File: src/rtl/claim_scan_pkg.sv
// Shared types for the claim overlap scanner: FSM state encoding and scan mode values.
package claim_scan_pkg;

  typedef enum logic [1:0] {
    IDLE  = 2'd0,
    SCAN  = 2'd1,
    DRAIN = 2'd2,
    DONE  = 2'd3
  } state_e;

  localparam logic MODE_FIND  = 1'b0;
  localparam logic MODE_COUNT = 1'b1;

endpackage

File: src/rtl/rect_overlap_cmp.sv
// Strict area-overlap test of two claims; edges are widened by one bit so right/bottom never wrap.
module rect_overlap_cmp #(
  parameter int COORD_W = 10,
  parameter int SIZE_W  = 5
) (
  input  logic [COORD_W-1:0] left_a,
  input  logic [COORD_W-1:0] top_a,
  input  logic [SIZE_W-1:0]  w_a,
  input  logic [SIZE_W-1:0]  h_a,
  input  logic [COORD_W-1:0] left_b,
  input  logic [COORD_W-1:0] top_b,
  input  logic [SIZE_W-1:0]  w_b,
  input  logic [SIZE_W-1:0]  h_b,
  output logic               overlap
);

  logic [COORD_W:0] l_a_s, r_a_s, t_a_s, b_a_s;
  logic [COORD_W:0] l_b_s, r_b_s, t_b_s, b_b_s;

  // Touching edges and zero-area claims fall out of the strict compares.
  always_comb begin
    l_a_s = {1'b0, left_a};
    t_a_s = {1'b0, top_a};
    l_b_s = {1'b0, left_b};
    t_b_s = {1'b0, top_b};
    r_a_s = l_a_s + (COORD_W+1)'(w_a);
    b_a_s = t_a_s + (COORD_W+1)'(h_a);
    r_b_s = l_b_s + (COORD_W+1)'(w_b);
    b_b_s = t_b_s + (COORD_W+1)'(h_b);
    overlap = !((l_a_s >= r_b_s) || (r_a_s <= l_b_s) ||
                (t_a_s >= b_b_s) || (b_a_s <= t_b_s));
  end

endmodule

File: src/rtl/claim_overlap_scanner.sv
// All-pairs claim overlap scanner: issues (i,j) reads one pair per cycle, compares one cycle later,
// and either reports the first isolated claim (mode 0) or counts overlapping claims (mode 1).
module claim_overlap_scanner
  import claim_scan_pkg::*;
#(
  parameter int N_CLAIMS = 1237,
  parameter int IDX_W    = 11,
  parameter int COORD_W  = 10,
  parameter int SIZE_W   = 5
) (
  input  logic               clk,
  input  logic               rst_n,
  input  logic               start,
  input  logic               mode,
  output logic               busy,
  output logic               done,
  output logic [IDX_W-1:0]   rd_addr_a,
  output logic [IDX_W-1:0]   rd_addr_b,
  input  logic [COORD_W-1:0] rd_left_a,
  input  logic [COORD_W-1:0] rd_top_a,
  input  logic [SIZE_W-1:0]  rd_w_a,
  input  logic [SIZE_W-1:0]  rd_h_a,
  input  logic [COORD_W-1:0] rd_left_b,
  input  logic [COORD_W-1:0] rd_top_b,
  input  logic [SIZE_W-1:0]  rd_w_b,
  input  logic [SIZE_W-1:0]  rd_h_b,
  output logic               found,
  output logic [IDX_W-1:0]   result_idx,
  output logic [IDX_W:0]     result_cnt
);

  localparam logic [IDX_W-1:0] LAST     = IDX_W'(N_CLAIMS - 1);
  localparam logic [IDX_W-1:0] IDX_ZERO = {IDX_W{1'b0}};
  localparam logic [IDX_W-1:0] IDX_ONE  = IDX_W'(1'b1);
  localparam logic [IDX_W:0]   CNT_ONE  = (IDX_W+1)'(1'b1);

  state_e             state_q, state_d;
  logic               mode_q, mode_d;
  logic [IDX_W-1:0]   addr_a_q, addr_a_d, addr_b_q, addr_b_d;
  logic               iss_v_q, iss_v_d;
  logic [IDX_W-1:0]   cmp_i_q, cmp_i_d, cmp_j_q, cmp_j_d;
  logic               cmp_v_q, cmp_v_d;
  logic               row_hit_q, row_hit_d;
  logic               busy_q, busy_d, done_q, done_d, found_q, found_d;
  logic [IDX_W-1:0]   idx_q, idx_d;
  logic [IDX_W:0]     cnt_q, cnt_d;
  logic               pair_ovl_s, hit_s, row_end_s;

  rect_overlap_cmp #(.COORD_W(COORD_W), .SIZE_W(SIZE_W)) u_cmp (
    .left_a (rd_left_a), .top_a (rd_top_a), .w_a (rd_w_a), .h_a (rd_h_a),
    .left_b (rd_left_b), .top_b (rd_top_b), .w_b (rd_w_b), .h_b (rd_h_b),
    .overlap(pair_ovl_s)
  );

  assign hit_s     = cmp_v_q && pair_ovl_s && (cmp_i_q != cmp_j_q);
  assign row_end_s = cmp_v_q && (cmp_j_q == LAST);

  // Issue stage advance, compare-stage redirects (early exit / isolated row) and result updates.
  always_comb begin
    state_d   = state_q;
    mode_d    = mode_q;
    addr_a_d  = addr_a_q;
    addr_b_d  = addr_b_q;
    iss_v_d   = iss_v_q;
    cmp_i_d   = addr_a_q;
    cmp_j_d   = addr_b_q;
    cmp_v_d   = 1'b0;
    row_hit_d = row_hit_q;
    busy_d    = busy_q;
    done_d    = 1'b0;
    found_d   = found_q;
    idx_d     = idx_q;
    cnt_d     = cnt_q;
    case (state_q)
      IDLE, DONE: begin
        if (start) begin
          mode_d    = mode;
          found_d   = 1'b0;
          idx_d     = IDX_ZERO;
          cnt_d     = {(IDX_W+1){1'b0}};
          row_hit_d = 1'b0;
          addr_a_d  = IDX_ZERO;
          addr_b_d  = IDX_ZERO;
          iss_v_d   = 1'b1;
          busy_d    = 1'b1;
          state_d   = SCAN;
        end else begin
          busy_d = 1'b0;
        end
      end
      SCAN, DRAIN: begin
        cmp_v_d = iss_v_q;
        if (iss_v_q && (addr_b_q != LAST)) begin
          addr_b_d = addr_b_q + IDX_ONE;
        end else if (iss_v_q && (addr_a_q != LAST)) begin
          addr_a_d = addr_a_q + IDX_ONE;
          addr_b_d = IDX_ZERO;
        end else if (iss_v_q) begin
          iss_v_d = 1'b0;
          state_d = DRAIN;
        end else begin
          state_d = DONE;
          busy_d  = 1'b0;
          done_d  = 1'b1;
        end
        // Compare-stage decisions override the plain issue advance above.
        if (hit_s && !row_end_s) begin
          cmp_v_d   = 1'b0;
          row_hit_d = 1'b0;
          cnt_d     = (mode_q == MODE_COUNT) ? (cnt_q + CNT_ONE) : cnt_q;
          if (cmp_i_q == LAST) begin
            iss_v_d = 1'b0;
            state_d = DONE;
            busy_d  = 1'b0;
            done_d  = 1'b1;
          end else begin
            addr_a_d = cmp_i_q + IDX_ONE;
            addr_b_d = IDX_ZERO;
            iss_v_d  = 1'b1;
            state_d  = SCAN;
          end
        end else if (row_end_s) begin
          row_hit_d = 1'b0;
          if (hit_s || row_hit_q) begin
            cnt_d = (mode_q == MODE_COUNT) ? (cnt_q + CNT_ONE) : cnt_q;
          end else if (mode_q == MODE_FIND) begin
            found_d = 1'b1;
            idx_d   = cmp_i_q;
            cmp_v_d = 1'b0;
            iss_v_d = 1'b0;
            state_d = DONE;
            busy_d  = 1'b0;
            done_d  = 1'b1;
          end else begin
            cnt_d = cnt_q;
          end
        end else begin
          row_hit_d = row_hit_q | hit_s;
        end
      end
      default: begin
        state_d = IDLE;
        iss_v_d = 1'b0;
        busy_d  = 1'b0;
      end
    endcase
  end

  // State and registered outputs.
  always_ff @(posedge clk or negedge rst_n) begin
    if (!rst_n) begin
      state_q   <= IDLE;
      mode_q    <= MODE_FIND;
      addr_a_q  <= IDX_ZERO;
      addr_b_q  <= IDX_ZERO;
      iss_v_q   <= 1'b0;
      cmp_i_q   <= IDX_ZERO;
      cmp_j_q   <= IDX_ZERO;
      cmp_v_q   <= 1'b0;
      row_hit_q <= 1'b0;
      busy_q    <= 1'b0;
      done_q    <= 1'b0;
      found_q   <= 1'b0;
      idx_q     <= IDX_ZERO;
      cnt_q     <= {(IDX_W+1){1'b0}};
    end else begin
      state_q   <= state_d;
      mode_q    <= mode_d;
      addr_a_q  <= addr_a_d;
      addr_b_q  <= addr_b_d;
      iss_v_q   <= iss_v_d;
      cmp_i_q   <= cmp_i_d;
      cmp_j_q   <= cmp_j_d;
      cmp_v_q   <= cmp_v_d;
      row_hit_q <= row_hit_d;
      busy_q    <= busy_d;
      done_q    <= done_d;
      found_q   <= found_d;
      idx_q     <= idx_d;
      cnt_q     <= cnt_d;
    end
  end

  assign busy       = busy_q;
  assign done       = done_q;
  assign found      = found_q;
  assign result_idx = idx_q;
  assign result_cnt = cnt_q;
  assign rd_addr_a  = addr_a_q;
  assign rd_addr_b  = addr_b_q;

endmodule

File: config.mk
export PLATFORM = sky130hd
export DESIGN_NAME = claim_overlap_scanner
export DESIGN_NICKNAME = d
export VERILOG_FILES = /design/src/rtl/claim_scan_pkg.sv /design/src/rtl/rect_overlap_cmp.sv /design/src/rtl/claim_overlap_scanner.sv
export SDC_FILE = /design/constraint.sdc
export NUM_CORES = 1
export LEC_CHECK = 0
export ABC_AREA = 1
export BUFFER_PORTS_ARGS = -buffer_cell sky130_fd_sc_hd__buf_4
export CORE_ASPECT_RATIO = 0.5
export CORE_MARGIN = 5
export CORE_UTILIZATION = 55
export CTS_BUF_LIST = sky130_fd_sc_hd__clkbuf_2
export CTS_CLUSTER_DIAMETER = 60
export DETAILED_ROUTE_END_ITERATION = 16
export GPL_TIMING_DRIVEN = 0
export PLACE_DENSITY_LB_ADDON = 0.05
export RECOVER_POWER = 100
export SLEW_MARGIN = 15
export SYNTH_ARGS = -nofsm -noshare
export SYNTH_HDL_FRONTEND = slang
export SYNTH_HIERARCHICAL = 1
export SYNTH_SLANG_ARGS = --single-unit
File: constraint.sdc
create_clock -name clk -period 2.8 [get_ports clk]
set_input_delay 0.14 -clock clk [delete_from_list [all_inputs] [get_ports clk]]
set_output_delay 0.14 -clock clk [all_outputs]
set_load 0.03 [all_outputs]
# After elaboration in Yosys (flattened, before gate mapping)
# Cells that the tools add are included.
# Widths: inputs -> output; s select.
[classes]
n_reduce_logical = 18
magnitude_cmp = 4
bitwise = 1
n_addsub = 8
eq_ne = 15
mux = 74
[op_table]
columns = ["operator", "count"]
rows = [
  ["$mux 11", 13],
  ["$pmux 11 s2", 3],
  ["$mux 12", 5],
  ["$add 10x5->11", 4],
  ["$mux 1", 39],
  ["$add 11x1->11 const B", 3],
  ["$pmux 12 s2", 1],
  ["$eq 11x11->1 const B", 2],
  ["$ge 10x11->1", 2],
  ["$le 11x10->1", 2],
  ["$ne 11x11->1 const B", 2],
  ["$mux 2", 8],
  ["$add 12x1->12 const B", 1],
  ["$ne 11x11->1", 1],
  ["$ne 2x2->1 const B", 5],
  ["$pmux 1 s2", 4],
  ["$logic_and 1x1->1", 6],
  ["$ne 3x3->1 const B", 2],
  ["$reduce_and 5->1", 1],
  ["$eq 2x2->1 const B", 2],
  ["$logic_or 1x1->1", 4],
  ["$pmux 2 s2", 1],
  ["$reduce_or 2->1", 2],
  ["$reduce_and 3->1", 1],
  ["5 further kinds", 6],
]
[totals]
wordCells = 134
output_inout_bits = 48
register_bits = 76

# Logic depth before layout (Yosys ltp)
[logic_depth]
depth_word = 13
mapped_depth = 27
mapped_depth_nobuf = 26

# Hierarchy
# The synthesis kept the hierarchy.
[modules_own_cells]
columns = ["mod", "seq_area_each_um2", "cells_each", "n_inst", "area_per_inst_um2"]
rows = [
  ["claim_overlap_scanner", 1901.8, 585, 1, 4424.2],
  ["rect_overlap_cmp", 0.0, 359, 1, 2280.9],
]

# Worst setup path before layout
# No wires, ideal clock.
[synth_path]
path_type = "input -> register"
startpoint = "input rd_top_a[0]"
endpoint = "register cnt_q[2], in the netlist result_cnt[2]"
stages = 26
setup_ns = 0.119
setup_slack_ns = -0.131
t_arrival_ns = 2.812
path_buffers = 1
path_cell_list = "ha_1 > inv_1 > fa_1 > o21ai_2 > a21oi_1 > nor2_1 > xor2_1 > ha_1 > nand2_1 > nor2_1 > nand2_1 > nand2_1 > nand2_1 > nand2_1 > nand2_1 > nand2_1 > nand3_1 > nor2_1 > nand2_1 > inv_2 > nand2_4 > a21oi_2 > nand2_2 > buf_6 > nand3_2 > nand2_1"
[synth_between]
elab_chain_len = 9
[synth_lines]
columns = ["item", "line_no", "source"]
rows = [
  ["start, declared", "claim_overlap_scanner.sv:20", "input logic [COORD_W-1:0] rd_top_a,"],
  ["$add 10x5->11 / $ge 10x11->1 (equally long branches)", "rect_overlap_cmp.sv:27, rect_overlap_cmp.sv:31", ""],
  ["$le 11x10->1 / $logic_or 1x1->1 (equally long branches)", "rect_overlap_cmp.sv:31, rect_overlap_cmp.sv:30", ""],
  ["$logic_or 1x1->1 (*)", "rect_overlap_cmp.sv:31", "(t_a_s >= b_b_s) || (b_a_s <= t_b_s));"],
  ["$logic_not 1->1 (*)", "rect_overlap_cmp.sv:30", "overlap = !((l_a_s >= r_b_s) || (r_a_s <= l_b_s) ||"],
  ["named net pair_ovl_s", "claim_overlap_scanner.sv:47", "logic pair_ovl_s, hit_s, row_end_s;"],
  ["$logic_and 1x1->1 (*) (2 in a row)", "claim_overlap_scanner.sv:55", "assign hit_s = cmp_v_q && pair_ovl_s && (cmp_i_q != cmp_j_q);"],
  ["$logic_and 1x1->1 / $logic_or 1x1->1 (equally long branches)", "claim_overlap_scanner.sv:107, claim_overlap_scanner.sv:124", ""],
  ["$ne 3x3->1 (no line) / $mux 12 (equally long branches)", "n/a", ""],
  ["$reduce_and 3->1 (no line) / $pmux 12 s2 (equally long branches)", "n/a", ""],
  ["end signal, assigned", "claim_overlap_scanner.sv:165", "cnt_q <= {(IDX_W+1){1'b0}};"],
  ["end signal, assigned", "claim_overlap_scanner.sv:180", "cnt_q <= cnt_d;"],
  ["end, declared", "claim_overlap_scanner.sv:46", "logic [IDX_W:0] cnt_q, cnt_d;"],
]
# The timed path passes the listed nets; every way through them passes the cells marked *.
# A chain may end at the register's enable or synchronous reset.

# Worst setup path in the final report
[layout_path]
startpoint = "input rd_h_a[0]"
endpoint = "register addr_a_q[9], in the netlist rd_addr_a[9]"
[layout_between]
elab_chain_len = 9
[layout_lines]
columns = ["item", "line_no", "source"]
rows = [
  ["start, declared", "claim_overlap_scanner.sv:22", "input logic [SIZE_W-1:0] rd_h_a,"],
  ["$add 10x5->11", "rect_overlap_cmp.sv:27", "b_a_s = t_a_s + (COORD_W+1)'(h_a);"],
  ["$le 11x10->1", "rect_overlap_cmp.sv:31", ""],
  ["$logic_or 1x1->1", "rect_overlap_cmp.sv:31", ""],
  ["$logic_not 1->1", "rect_overlap_cmp.sv:30", ""],
  ["named net pair_ovl_s", "claim_overlap_scanner.sv:47", ""],
  ["$logic_and 1x1->1 (2 in a row)", "claim_overlap_scanner.sv:55", ""],
  ["$logic_and 1x1->1", "claim_overlap_scanner.sv:107", "if (hit_s && !row_end_s) begin"],
  ["$mux 11", "claim_overlap_scanner.sv:107", ""],
  ["$pmux 11 s2", "claim_overlap_scanner.sv:74", "case (state_q)"],
  ["end signal, assigned", "claim_overlap_scanner.sv:169", "addr_a_q <= addr_a_d;"],
  ["end, declared", "claim_overlap_scanner.sv:39", "logic [IDX_W-1:0] addr_a_q, addr_a_d, addr_b_q, addr_b_d;"],
]
# The timed path passes the listed nets, and every way through them passes these cells.

==> PnR_summary.wiki <==
{| class="wikitable"
! Metric !! Value
|-
| Insertion delay to the later sink of the worst-skew pair || 0.56 ns
|-
| Critical Path RT || 3.26 ns
|-
| Cells after DPL || approximately 1200
|-
| Initial antenna violation count || 0
|-
| Net Count, Synth || 1079
|-
| ANT cells || 0
|-
| Maximum number of pins on one net before global-route repair || 77
|-
| Failing checks || capacitance limit, slew limit
|-
| Post-synthesis instance area || 0.006705 mm²
|-
| Upper clock frequency limit || roughly 360 MHz
|-
| Leading cell types in the layout, fill and taps excluded || nand2_1 (267), inv_1 (118), buf_4 (92), dfrtp_1 (76), ha_1 (60)
|-
| Total wirelength of the detailed-routed design || 17980 µm
|-
| IR drop worst, VDD || 0.6665 mV
|-
| Largest stage delay on the critical path || ~0.37 ns
|-
| Leading cell types by total area after synthesis || dfrtp_1 (28%), nand2_1 (16%), ha_1 (13%)
|-
| Worst Max-Slew Pin Slew || 1.848 ns
|-
| Number of global-route vias before repair || 6185
|-
| # setup viols final || 0
|-
| Final sum of negative setup slack || 0 ns
|-
| Fraction of power consumed by combinational cells || 0.518
|-
| Die ar. || 0.01463 mm²
|-
| Final period demand of the worst path || 2.767 ns
|-
| Die width || around 170 µm
|-
| Design internal power || 2.685 mW
|-
| TritonCTS clock tree || built
|-
| Setup crit end kind || register
|-
| Net load switching power || 2.568 mW
|-
| Global Route Usage Sum || 0.2407
|-
| Port Buf Inserts || 111
|-
| Critical Path Slowest Stage Cell || fa_2
|-
| Worst setup path category || input port to register
|-
| Number of slew-limit violations in the final report || 77
|-
| Cell occurring most often along the worst timing path || nand2_2
|-
| Buffers and inverters on the worst path || 5
|-
| Number of nets with antenna violations after routing || 0
|-
| Global-route wire length before repair || 29260 µm
|-
| Run status || complete, but fails checks
|-
| Count of final hold-check violations || 0
|-
| Number of rows in the core area || 28
|-
| Cell family contributing the most delay on the critical path || simple AND/OR/NAND/NOR gates
|-
| Area grow syn2layout || 23.72%
|-
| Part of the Yosys area used for sequential elements || 0.2836
|-
| Static Leak || approximately 4.3 nW
|-
| Number of clock buffers inserted by TritonCTS || 9
|-
| Final HPWL from detailed placement || 13610 µm
|-
| Largest fanout on the critical path || 5
|-
| Die height || 88.08 µm
|-
| Average cell area after synthesis || a little over 7 µm²
|-
| Final Skew || around 0.031 ns
|-
| Post-route fraction of the period consumed by the critical path || 0.9881
|-
| Post-layout utilization of the core || 0.6985
|-
| Final non-filler cell total || around 1300
|-
| Via count || 6616
|-
| Detailed router's first-iteration violation count || around 390
|-
| Maximum clock path buffer count || 2
|-
| Yosys top cell by area || dfrtp_1
|-
| Critical path startpoint category || input port
|-
| Detail-routed net length per standard cell || approximately 14 µm
|-
| Number of warning messages in the yosys log || 6
|-
| RSZ-0062 raised after global routing || true
|-
| Number of instances in the synthesized netlist || 944
|-
| Power density normalized to cell area || 633.1 mW/mm²
|-
| Vias per std cell || 5.272
|-
| Number of placed I/O pins || between 100 and 150
|-
| Synthesis-stage register bit count || 76
|-
| Fraction of power spent switching nets || 0.4888
|-
| Final routed DRC violation total || 0
|-
| Count of TritonRoute iterations in the first routing pass || 5
|-
| Worst-path clk slew || 0.21 ns
|-
| Layout cell share with drive strength beyond 1 || 0.2220
|-
| Area of the core || between 0.01 and 0.015 mm²
|-
| Max-capacitance violation count || 1
|-
| Library cells used by synthesis || 42
|-
| Arrival time of the worst setup path || 3.23 ns
|-
| Most common library cell in the layout ignoring fill and taps || nand2_1
|-
| H-tree Lvls || 3
|-
| Tightest Hold Check Type || input port to register
|-
| Proportion of netlist area held by the largest area contributor || 0.2836
|-
| CTS root buf || clkbuf_2
|-
| Sequential Power Share || 0.349
|-
| Relative contribution of the clock network to total power || 0.133
|-
| Initial core utilization || 0.5646
|-
| GPL Wtd Cong || ~0.92
|-
| Relative slew slack || -0.2317
|-
| Grt ovf || 0
|-
| Count of clock tree sinks || 76
|-
| Total Nets Final || 1220
|}
## flip-flops by register name, summed over array words and instances (netlist names)
| signal | cells |
|---|---|
| busy | 1 |
| rd_addr_a | 11 |
| cmp_v_q | 1 |
| state_q | 2 |
| done | 1 |
| cmp_j_q | 11 |
| mode_q | 1 |
| cmp_i_q | 11 |
| found | 1 |
| result_cnt | 12 |
| result_idx | 11 |
| row_hit_q | 1 |
| rd_addr_b | 11 |
| iss_v_q | 1 |
## worst paths after layout
| kind | slack, ns | startpoint | cells past startpoint | to |
|---|---|---|---|---|
| min in group asynchronous | 0.61 | rst_n | 2 | rd_addr_a[5] |
| max in group asynchronous | 1.11 | rst_n | 2 | rd_addr_b[3] |
| worst max-delay path | 0.03 | rd_h_a[0] | 27 | rd_addr_a[9] |
| worst min-delay path | 0.46 | start | 5 | rd_addr_a[10] |
| worst max register to register | 0.43 | state_q[0] | 8 | mode_q |
| worst min register to register | 0.50 | result_idx[6] | 2 | result_idx[6] |
## tightest hold or removal path, stage by stage
cell and delay [ns]:
dlygate4sd3_1 0.53, buf_4 0.10, nor2_1 0.10, nand2_1 0.08, nand2_1 0.05
## repair_timing
item / CTS / global route
pin swaps: 2 / 38
gates cloned: 0 / 4
gates resized for setup: 9 / 77
setup buffers: 1 / 9
hold buffers: 5 / 0
endpoints found under the hold margin: 81 / 0
setup endpoints to repair: 45 / 51
## metal layers
layer  up-vias  GRT usage  wire length [µm]
li1       3309          -                 -
met1      3082     0.3209              8186
met2       200     0.4172              8618
met3        25    0.04373               994
met4         0    0.05314               175
met5         -          0                 0
## power groups by stage
stage	Sequential (mW)	Clock, mW	Combinational (mW)
final	1.83	0.698	2.72
after detailed placement	1.85	0	2.51
after floorplan	1.96	0	1.56
after global placement	1.84	0	2.45
after CTS	1.82	0.709	2.57
after global routing	1.88	0.766	3.05
## logic make-up after synthesis
kind of cell,Yosys count,synth area share
fa+ha+maj,71,0.1370
buf+inv,153,0.09050
xor+xnor,63,0.08229
compound gates,82,0.06923
flops,76,0.2836
simple gates,499,0.3374
## area by class of cell
type                            count  area [µm²]
Multi-Input combinational cell    716        4513
Fill cell                        1046        3581
Sequential cell                    76        1902
Timing Repair Buffer              129       905.9
Inverter                          137       521.8
Tap cell                          165       206.4
Buffer                             16       115.1
Clock inverter                      5       76.32
Clock buffer                       11       55.05
## synth_stat cells, drive strengths merged
master	count
nand2	300
inv	136
dfrtp	76
nand3	72
nor2	71
ha	67
xor2	48
a21oi	31
o21ai	27
nand4	24
nor3	22
xnor2	15
buf	12
o22ai	10
a21o	6
a31oi	4
clkbuf	4
fa	4
and3	3
nor3b	3
o21bai	3
or2	2
clkinv	1
nand3b	1
nor4	1
o21a	1
## per-stage QoR
step | area (µm²) | hold WS, ns | power [mW] | setup slack, ns
after floorplan | 6743 | -0.1556 | 3.516 | -0.001428
after global placement | 7782 | 0.3423 | 4.293 | -0.7333
after detailed placement | 7782 | 0.3495 | 4.352 | -0.8344
after CTS | 8016 | 0.2663 | 5.095 | 0.01518
after global routing | 8295 | 0.4693 | 5.697 | -0.1172
final | 8295 | 0.4566 | 5.252 | 0.03339
Note: power is estimated with default switching activity, not from simulation.
